`config.mk`:
```
export PLATFORM = sky130hd
export DESIGN_NAME = mac_dot_sequencer
export DESIGN_NICKNAME = d
export VERILOG_FILES = /design/src/rtl/mac_dot_sequencer.sv
export SDC_FILE = /design/constraint.sdc
export NUM_CORES = 1
export LEC_CHECK = 0
export BUFFER_PORTS_ARGS = -buffer_cell sky130_fd_sc_hd__buf_2
export CAP_MARGIN = 20
export CORE_MARGIN = 1.5
export CORE_UTILIZATION = 52
export CTS_CLUSTER_SIZE = 10
export DETAILED_ROUTE_END_ITERATION = 6
export HOLD_SLACK_MARGIN = 0.05
export PLACE_DENSITY = 0.91
export SLEW_MARGIN = 20
export SYNTH_ARGS = -nofsm -noshare
export SYNTH_HDL_FRONTEND = slang
export SYNTH_SLANG_ARGS = --single-unit
```
`constraint.sdc`:
```
create_clock -name clk -period 6.2 [get_ports clk]
set_clock_uncertainty 0.15 [all_clocks]
set_input_delay 1.24 -clock clk [delete_from_list [all_inputs] [get_ports clk]]
set_output_delay 1.24 -clock clk [all_outputs]
set_load 0.05 [all_outputs]
```
`src/rtl/mac_dot_sequencer.sv`:
```
// Initiator-side sequencer for MAC_Unit: streams LEN operand pairs from a
// 1-cycle-latency RAM into the MAC and returns the settled dot product.
module mac_dot_sequencer #(
    parameter int unsigned ADDR_W  = 8,
    parameter int unsigned LEN_W   = 8,
    parameter int unsigned MAC_LAT = 1
) (
    input  logic              clk,
    input  logic              rst,
    input  logic              start,
    input  logic [ADDR_W-1:0] base,
    input  logic [LEN_W-1:0]  len,
    input  logic              abort,
    output logic              busy,
    output logic              done,
    output logic [31:0]       result,
    output logic              rd_en,
    output logic [ADDR_W-1:0] rd_addr,
    input  logic [31:0]       rd_a,
    input  logic [31:0]       rd_b,
    output logic [31:0]       mac_a,
    output logic [31:0]       mac_b,
    output logic              mac_clr,
    output logic              mac_en,
    output logic              mac_mode,
    input  logic [31:0]       mac_o
);

    localparam int unsigned CNT_W = $clog2(MAC_LAT + 2);

    typedef enum logic [2:0] {
        S_IDLE,
        S_FETCH,
        S_ISSUE,
        S_DRAIN,
        S_DONE
    } state_t;

    state_t             state;
    state_t             state_nxt;
    logic [LEN_W-1:0]   len_q;
    logic [LEN_W-1:0]   idx;
    logic [CNT_W-1:0]   cnt;
    logic               start_acc;
    logic               keep;

    // read-pipeline tags: rd_first marks pair 0 on the read cycle, pipe_* one cycle later
    logic               rd_first;
    logic               pipe_vld;
    logic               pipe_first;

    logic               busy_d, done_d, rd_en_d, rd_first_d;
    logic               pipe_vld_d, pipe_first_d, mac_clr_d, mac_en_d;
    logic [ADDR_W-1:0]  rd_addr_d;
    logic [31:0]        mac_a_d, mac_b_d, result_d;

    assign start_acc = (state == S_IDLE) && start;

    // State register
    always_ff @(posedge clk or negedge rst) begin
        if (!rst) begin
            state <= S_IDLE;
        end else begin
            state <= state_nxt;
        end
    end

    // Next-state logic; abort overrides everything outside IDLE
    always_comb begin
        state_nxt = state;
        case (state)
            S_IDLE:  if (start) state_nxt = (len == '0) ? S_DONE : S_FETCH;
            S_FETCH: if (idx == len_q - LEN_W'(1)) state_nxt = S_ISSUE;
            S_ISSUE: if (cnt == CNT_W'(1)) state_nxt = S_DRAIN;
            S_DRAIN: if (cnt == CNT_W'(MAC_LAT - 1)) state_nxt = S_DONE;
            S_DONE:  state_nxt = S_IDLE;
            default: state_nxt = S_IDLE;
        endcase
        if (abort && (state != S_IDLE)) begin
            state_nxt = S_IDLE;
        end
    end

    // Output logic: next values for the registered outputs
    always_comb begin
        keep         = (state_nxt != S_IDLE);
        busy_d       = keep;
        done_d       = (state_nxt == S_DONE);
        rd_en_d      = (state_nxt == S_FETCH);
        rd_first_d   = (state == S_IDLE) && (state_nxt == S_FETCH);
        pipe_vld_d   = rd_en && keep;
        pipe_first_d = rd_first && keep;
        mac_clr_d    = pipe_vld && pipe_first && keep;
        mac_en_d     = pipe_vld && !pipe_first && keep;
        rd_addr_d    = rd_addr;
        mac_a_d      = mac_a;
        mac_b_d      = mac_b;
        result_d     = result;
        if (start_acc) begin
            rd_addr_d = base;
        end else if ((state == S_FETCH) && (state_nxt == S_FETCH)) begin
            rd_addr_d = rd_addr + ADDR_W'(1);
        end
        if (pipe_vld) begin
            mac_a_d = rd_a;
            mac_b_d = rd_b;
        end
        if (start_acc && (len == '0)) begin
            result_d = '0;
        end else if ((state == S_DRAIN) && (state_nxt == S_DONE)) begin
            result_d = mac_o;
        end
    end

    // Output and pipeline registers
    always_ff @(posedge clk or negedge rst) begin
        if (!rst) begin
            busy       <= 1'b0;
            done       <= 1'b0;
            rd_en      <= 1'b0;
            rd_first   <= 1'b0;
            pipe_vld   <= 1'b0;
            pipe_first <= 1'b0;
            mac_clr    <= 1'b0;
            mac_en     <= 1'b0;
            mac_mode   <= 1'b0;
            rd_addr    <= '0;
            mac_a      <= '0;
            mac_b      <= '0;
            result     <= '0;
        end else begin
            busy       <= busy_d;
            done       <= done_d;
            rd_en      <= rd_en_d;
            rd_first   <= rd_first_d;
            pipe_vld   <= pipe_vld_d;
            pipe_first <= pipe_first_d;
            mac_clr    <= mac_clr_d;
            mac_en     <= mac_en_d;
            mac_mode   <= busy_d;
            rd_addr    <= rd_addr_d;
            mac_a      <= mac_a_d;
            mac_b      <= mac_b_d;
            result     <= result_d;
        end
    end

    // Length latch and fetch/phase counters
    always_ff @(posedge clk or negedge rst) begin
        if (!rst) begin
            len_q <= '0;
            idx   <= '0;
            cnt   <= '0;
        end else begin
            if (start_acc) begin
                len_q <= len;
            end
            idx <= (state == S_FETCH) ? idx + LEN_W'(1) : '0;
            cnt <= (state_nxt != state) ? '0 : cnt + CNT_W'(1);
        end
    end

endmodule

```
==> flow_summary.yaml, run 1 <==
clock_tree:
  insertion_delay_ns: 0.51
  cts_buffer_depth: 2
  tritoncts: "built"
  cts_root_buf: "clkbuf_8"
  cts_sinks: 133
  hold_buffers: 0
  cts-buffers-inserted: 17
  cts-resized-gates: 0
  cts_htree_levels: 4
  post_cts_buffers: 0
  clkSlewWorstSetupHoldPaths_ns: 0.06
timing:
  min_period_ns: 3.573
  tightest_slew_ns: 0.7917
  setup_tns_ns: 0
  max_clock_freq_mhz: 279.9
  drv_slew: 0
  hold_viol: 0
  relSlewSlack_pct: 47.22
  setup_viol: 0
  rsz0062_at_grt: "false"
  period_share_pct: 57.63
floorplan:
  die_w_um: 106.8
  die_h_um: 106.8
  die-area_um2: 11410
  coreArea_um2: 10370
  row_count: 37
  initial_core_util_pct: 54.05
  io_pins: 226
cells_and_area:
  syn2layout_area_growth_pct: 32.32
  layout.nets: 835
  drive_gt1_share_pct: 45.87
  final_cell_mix: "buf_2, dfrtp_1, nand2_1"
  mostFrequentLayoutCell: "buf_2"
  n_antenna_cell: 0
route:
  drt-wirelength-per-cell_um: 15.68
  first_iter_violations: 226
  vias_per_cell: 5.244
  antenna_left: 0
  route.detailed.drc: 0
  routed_wl_mm: 13.52
  vias: 4520
  dr.pass1.iters: 4
grt:
  grt-ovfl-total: 0
  grt_pass1_vias: 4505
  antenna_found_initial: 0
  grt_max_degree: 82
  grt_use_total_pct: 24.46
  grt_pass1_wl_mm: 21.78
worst_setup_path:
  path_cells: "buf_2, nor4_1, and3_1, buf_4, a31oi_1, nor3_2, nand3_2, nand2_1, a21oi_1"
  critPathArrivalTime_ns: 3.80
  path_max_fanout: 33
  r2r_cells: 9
  crit_slowest_cell: "nand3_2"
  cp-start-kind: "input port"
  setup.worst_path.class: "input port to flop"
  max_stage_delay_ns: 0.55
  cp_data_required_time_ns: 6.43
  end_kind: "flop"
yosys:
  synth_edf_count: 0
  syn_nets: 615
  netlist_top_cells_area: "dfrtp_1, mux2_2, nand2_1"
  ys.flop_type: "dfrtp_1"
  yosys.area.top_type: "dfrtp_1"
  yosysWarnings: 0
  syn_inst: 494
  async_flop_share_pct: 100.0
  synth_cell_types: 38
  yosysSeqAreaShare_pct: 59.38
  synth.avg_cell_area_um2: 11.35
  synth_area_um2: 5605
  synth_top_cell_area_share_pct: 59.38
  ys_seq_elements: 133
power_and_ir_drop:
  p_per_area_nw_per_um2: 589.8
  leakage_nw: 3.766
  finalPower_mw: 4.375
  ir_drop_mv: 0.3914
flow_run:
  drv_cap: 0
place:
  io_buffers: 225
  gp_congestion: 0.8247
  post-dp-hpwl_mm: 9.618
hold_path:
  hold_class: "flop to flop"
  whs_path_depth: 1
run_status:
  status: "finished clean"
state kept, by name, indices dropped and copies added (netlist names):
| register | cells |
|---|---|
| mac_a | 32 |
| mac_b | 32 |
| result | 32 |
| idx | 8 |
| len_q | 8 |
| rd_addr | 8 |
| state | 3 |
| cnt | 2 |
| done | 1 |
| mac_clr | 1 |
| mac_en | 1 |
| mac_mode | 1 |
| pipe_first | 1 |
| pipe_vld | 1 |
| rd_en | 1 |
| rd_first | 1 |
power by group:
part	switching, mW	total, mW	internal (mW)
clock	0.364	0.996	0.633
combinational	1.40	2.00	0.602
sequential	0.206	1.38	1.17
cells by family after synthesis:
family	count (synthesis)	share of synthesized area (%)
AOI/OAI and AO/OA	63	6.920
adders and majority gates	5	1.116
muxes	65	13.04
and+or+nand+nor	177	14.26
buffers and inverters	34	2.634
xor gates and xnor gates	17	2.656
DFF	133	59.37
stage by stage:
step                      cell area (um^2)  instances  utilization, %  setup slack [ns]  hold slack, ns
after floorplan                       5605        494               -             3.242          0.2435
after global placement                6810        831           65.67             1.996          0.2635
after detailed placement              6810        831           65.67             1.887          0.2679
after CTS                             7407        862           71.43             2.346          0.2925
after global routing                  7417        862           71.53             2.407          0.3163
final                                 7417        862           71.53             2.627          0.2870
worst max-delay path: cells and delay by family:
kind	cells	cell delay (ns)
simple gates	5	1.89
buf+inv	2	0.43
compound gates	2	0.24
cell usage after synthesis, types with 2 or more instances:
library cell    n
a211oi_1        2
a21o_1          5
a21oi_1        39
a31oi_1         3
and2_1          2
and3_1         12
buf_2           4
buf_4           4
clkbuf_1       20
dfrtp_1       133
ha_1            5
inv_1           6
mux2_2         64
nand2_1       103
nand2b_1        2
nand3_1        19
nand3b_1        3
nand4_1         2
nor2_1         16
nor2b_1         3
nor3_1          4
nor4_1          4
o21a_1          2
o21ai_0         5
o21bai_1        2
or2_2           3
xnor2_1         7
xor2_1         10
layer usage:
layer / part of all wire [%] / wire (um) / vias to the layer above / global-route usage, %
li1: - / - / 2116 / -
met5: 0 / 0 / - / 0
met3: 7.1 / 963 / 31 / 6.140
met4: 2.5 / 333 / 0 / 9.810
met2: 51 / 6845 / 235 / 41.85
met1: 40 / 5372 / 2138 / 29.65
path summary, 6_finish.rpt:
| check | start | endpoint | slack, ns |
|---|---|---|---|
| min in group asynchronous | rst | rd_addr[7] | 0.59 |
| worst min-delay path | pipe_first | mac_en | 0.29 |
| worst max-delay path | len[5] | result[31] | 2.63 |
| max in group asynchronous | rst | mac_b[20] | 4.15 |
| worst min register to register | pipe_first | mac_en | 0.29 |
| worst max register to register | state[0] | result[31] | 2.87 |
layout make-up:
type                    count  area (um^2)
fillers                   677         2953
repair buffers            229         1162
well taps                 136        170.2
inverters                   6        22.52
multi-input cells         327         2136
clock buffers              20        445.4
flip-flops and latches    133         3329
clock inverters            11        151.4
Power figures use the tool's default switching activity.
==> run 2, diff against run 1 <==
Settings changed: ABC_AREA set to 1, CORE_UTILIZATION 52 to 49, PLACE_DENSITY 0.91 to 0.86.
Clock period 6.2 ns to 3.5 ns, I/O delays scaled along.
==> flow_summary.yaml, run 2 <==
yosys:
  synth.avg_cell_area_um2: 10.98
  syn_nets: 658
  async_flop_share_pct: 100.0
  synth.most_common_cell: "dfrtp_1"
  yosys.area.top_type: "dfrtp_1"
  synth_top_cell_area_share_pct: 56.45
  netlist_top_cells_area: "dfrtp_1, mux2_2, nand2_1"
  ys.flop_type: "dfrtp_1"
  yosysSeqAreaShare_pct: 56.45
  yosysWarnings: 0
  synth_edf_count: 0
  syn_inst: 537
  synth_area_um2: 5896
  ys_seq_elements: 133
  synthTopCellsByCount: "dfrtp_1, nand2_1, inv_1"
  synth_cell_types: 38
worst_setup_path:
  endpoint: "rd_addr[4]"
  startpoint: "len_q[0]"
  critPathArrivalTime_ns: 2.59
  r2r-start: "len_q[0]"
  r2r_cells: 15
  cp_data_required_time_ns: 3.64
  path_max_fanout: 14
  r2r_end: "rd_addr[4]"
  reg2reg_setup_slack_ns: 1.04
  end_kind: "flop"
  cp-start-kind: "flop"
  setup.worst_path.class: "flop to flop"
clock_tree:
  hold_buffers: 0
  cts_root_buf: "clkbuf_16"
  post_cts_buffers: 0
  cts_sinks: 133
  tritoncts: "built"
  cts_buffer_depth: 2
  clkSlewWorstSetupHoldPaths_ns: 0.06
  cts_htree_levels: 4
  insertion_delay_ns: 0.41
  cts-resized-gates: 0
  cts-buffers-inserted: 17
power_and_ir_drop:
  p_sw_share_pct: 45.43
  leakage_nw: 4.124
  p_sw_mw: 3.619
  p_comb_share_pct: 46.3
  p_int_mw: 4.347
  power_frac_seq_pct: 30.5
  p_per_area_nw_per_um2: 1026
  p_clk_share_pct: 23.3
  ir_drop_mv: 0.3454
cells_and_area:
  n_antenna_cell: 0
  mostFrequentLayoutCell: "buf_2"
  n_fill_cell: 884
  layout.nets: 889
  syn2layout_area_growth_pct: 31.73
  reg.largest.list: "mac_a: 32 flops, mac_b: 32 flops, result: 32 flops"
  final_cell_mix: "buf_2, dfrtp_1, nand2_1"
  final_util_pct: 67.15
  drive_gt1_share_pct: 50.45
floorplan:
  die-area_um2: 12700
  io_pins: 226
  die_h_um: 112.7
  die_w_um: 112.7
  initial_core_util_pct: 50.98
  row_count: 39
  coreArea_um2: 11560
grt:
  antenna_found_initial: 0
  grt_max_degree: 57
  grt_use_total_pct: 21.73
  grt_pass1_wl_mm: 21.56
  grt-ovfl-total: 0
  grt_pass1_vias: 4450
hold_path:
  hold_class: "input port to async pin"
route:
  drt-wirelength-per-cell_um: 14.41
  vias_per_cell: 4.860
  antenna_left: 0
  vias: 4481
  dr.pass1.iters: 7
  first_iter_violations: 205
  route.detailed.drc: 0
  routed_wl_mm: 13.28
place:
  pre_cts_ws_ns: 0.8204
  gp_congestion: 0.8236
  post-dp-hpwl_mm: 9.829
  io_buffers: 225
timing:
  min_period_ns: 2.459
  setup_viol: 0
  relSlewSlack_pct: 53.49
  setup_tns_ns: 0
  tightest_slew_ns: 0.6976
  max_clock_freq_mhz: 406.7
  worst_slack_ns: 1.041
  rsz0062_at_grt: "false"
  hold_viol: 0
  drv_slew: 0
  period_share_pct: 70.25
run_status:
  status: "finished clean"
flow_run:
  drv_cap: 0
-- run 2: changes by cell type in the layout (fill, tap and decap cells not counted), moves of 7 or more --
cell     change
a21oi_1     -31
and3_1      -11
inv_1       +68
nand2_1     -18
nor2_1       +9
nor2_2       +7
o21ai_0      +8
o21ai_2     +34
-- run 2: worst min path at each step --
stage                  to  slack (ns)  cells after the start
6_report         len_q[0]        0.05                      1
5_1_grt          len_q[4]        0.07                      1
4_1_cts          len_q[3]        0.05                      1
3_5_place_dp   pipe_first        0.27                      2
3_3_place_gp   pipe_first        0.27                      2
2_1_floorplan      cnt[0]        0.25                      0
-- run 2: kinds of logic (layout without fill, tap and decap cells) --
| group | count (synthesis) | in the layout | share of synthesized area [%] |
|---|---|---|---|
| fa+ha+maj | 5 | 5 | 1.061 |
| mux | 65 | 65 | 12.39 |
| compound gates | 63 | 63 | 8.298 |
| buf+inv | 95 | 337 | 6.791 |
| simple gates | 167 | 167 | 13.67 |
| flops | 133 | 133 | 56.45 |
| xor+xnor | 9 | 9 | 1.337 |
-- run 2: critical path, stage by stage, from the launching register on --
cell and delay [ns]:
dfrtp_1 0.40, inv_1 0.15, ha_1 0.29, inv_1 0.08
nand2_1 0.08, nand3_1 0.07, nand2_1 0.08, nand2_1 0.05
nor2_1 0.13, nand2_1 0.08, nor2_2 0.10, nand2_1 0.09
nand4_2 0.10, nand2_2 0.23, o211ai_1 0.19, o21ai_2 0.08
-- run 2: final cells by class --
| cell class | count | area [um^2] | share of cell area, % |
|---|---|---|---|
| well taps | 143 | 178.9 | 2.304 |
| flip-flops and latches | 133 | 3329 | 42.87 |
| repair buffers | 230 | 1182 | 15.22 |
| clock buffers | 18 | 439.2 | 5.655 |
| multi-input cells | 309 | 2167 | 27.90 |
| inverters | 77 | 289.0 | 3.722 |
| clock inverters | 12 | 180.2 | 2.320 |
-- run 2: routing by layer --
layer  routed length, um  vias to the layer above  GRT usage, %
met5                   0                        -             0
met1                5252                     2120         24.25
li1                    -                     2199             -
met4                 223                        0         8.270
met3                 739                       19         5.249
met2                7069                      143         40.12
-- run 2: through the flow --
step / instances / hold slack, ns / power [mW] / cell area [um^2]
2_1_floorplan: 537 / 0.2544 / 5.304 / 5896
3_3_place_gp: 892 / 0.2713 / 6.045 / 7147
3_5_place_dp: 892 / 0.2702 / 6.146 / 7147
4_1_cts: 922 / 0.05400 / 8.033 / 7766
5_1_grt: 922 / 0.06896 / 8.395 / 7766
6_report: 922 / 0.04962 / 7.966 / 7766
-- run 2: power by group through the flow --
stage	logic, mW	clock network, mW	registers, mW
2_1_floorplan	1.33	0	3.97
3_3_place_gp	3.63	0	2.41
3_5_place_dp	3.70	0	2.45
4_1_cts	3.71	1.89	2.43
5_1_grt	3.93	1.96	2.50
6_report	3.68	1.86	2.43
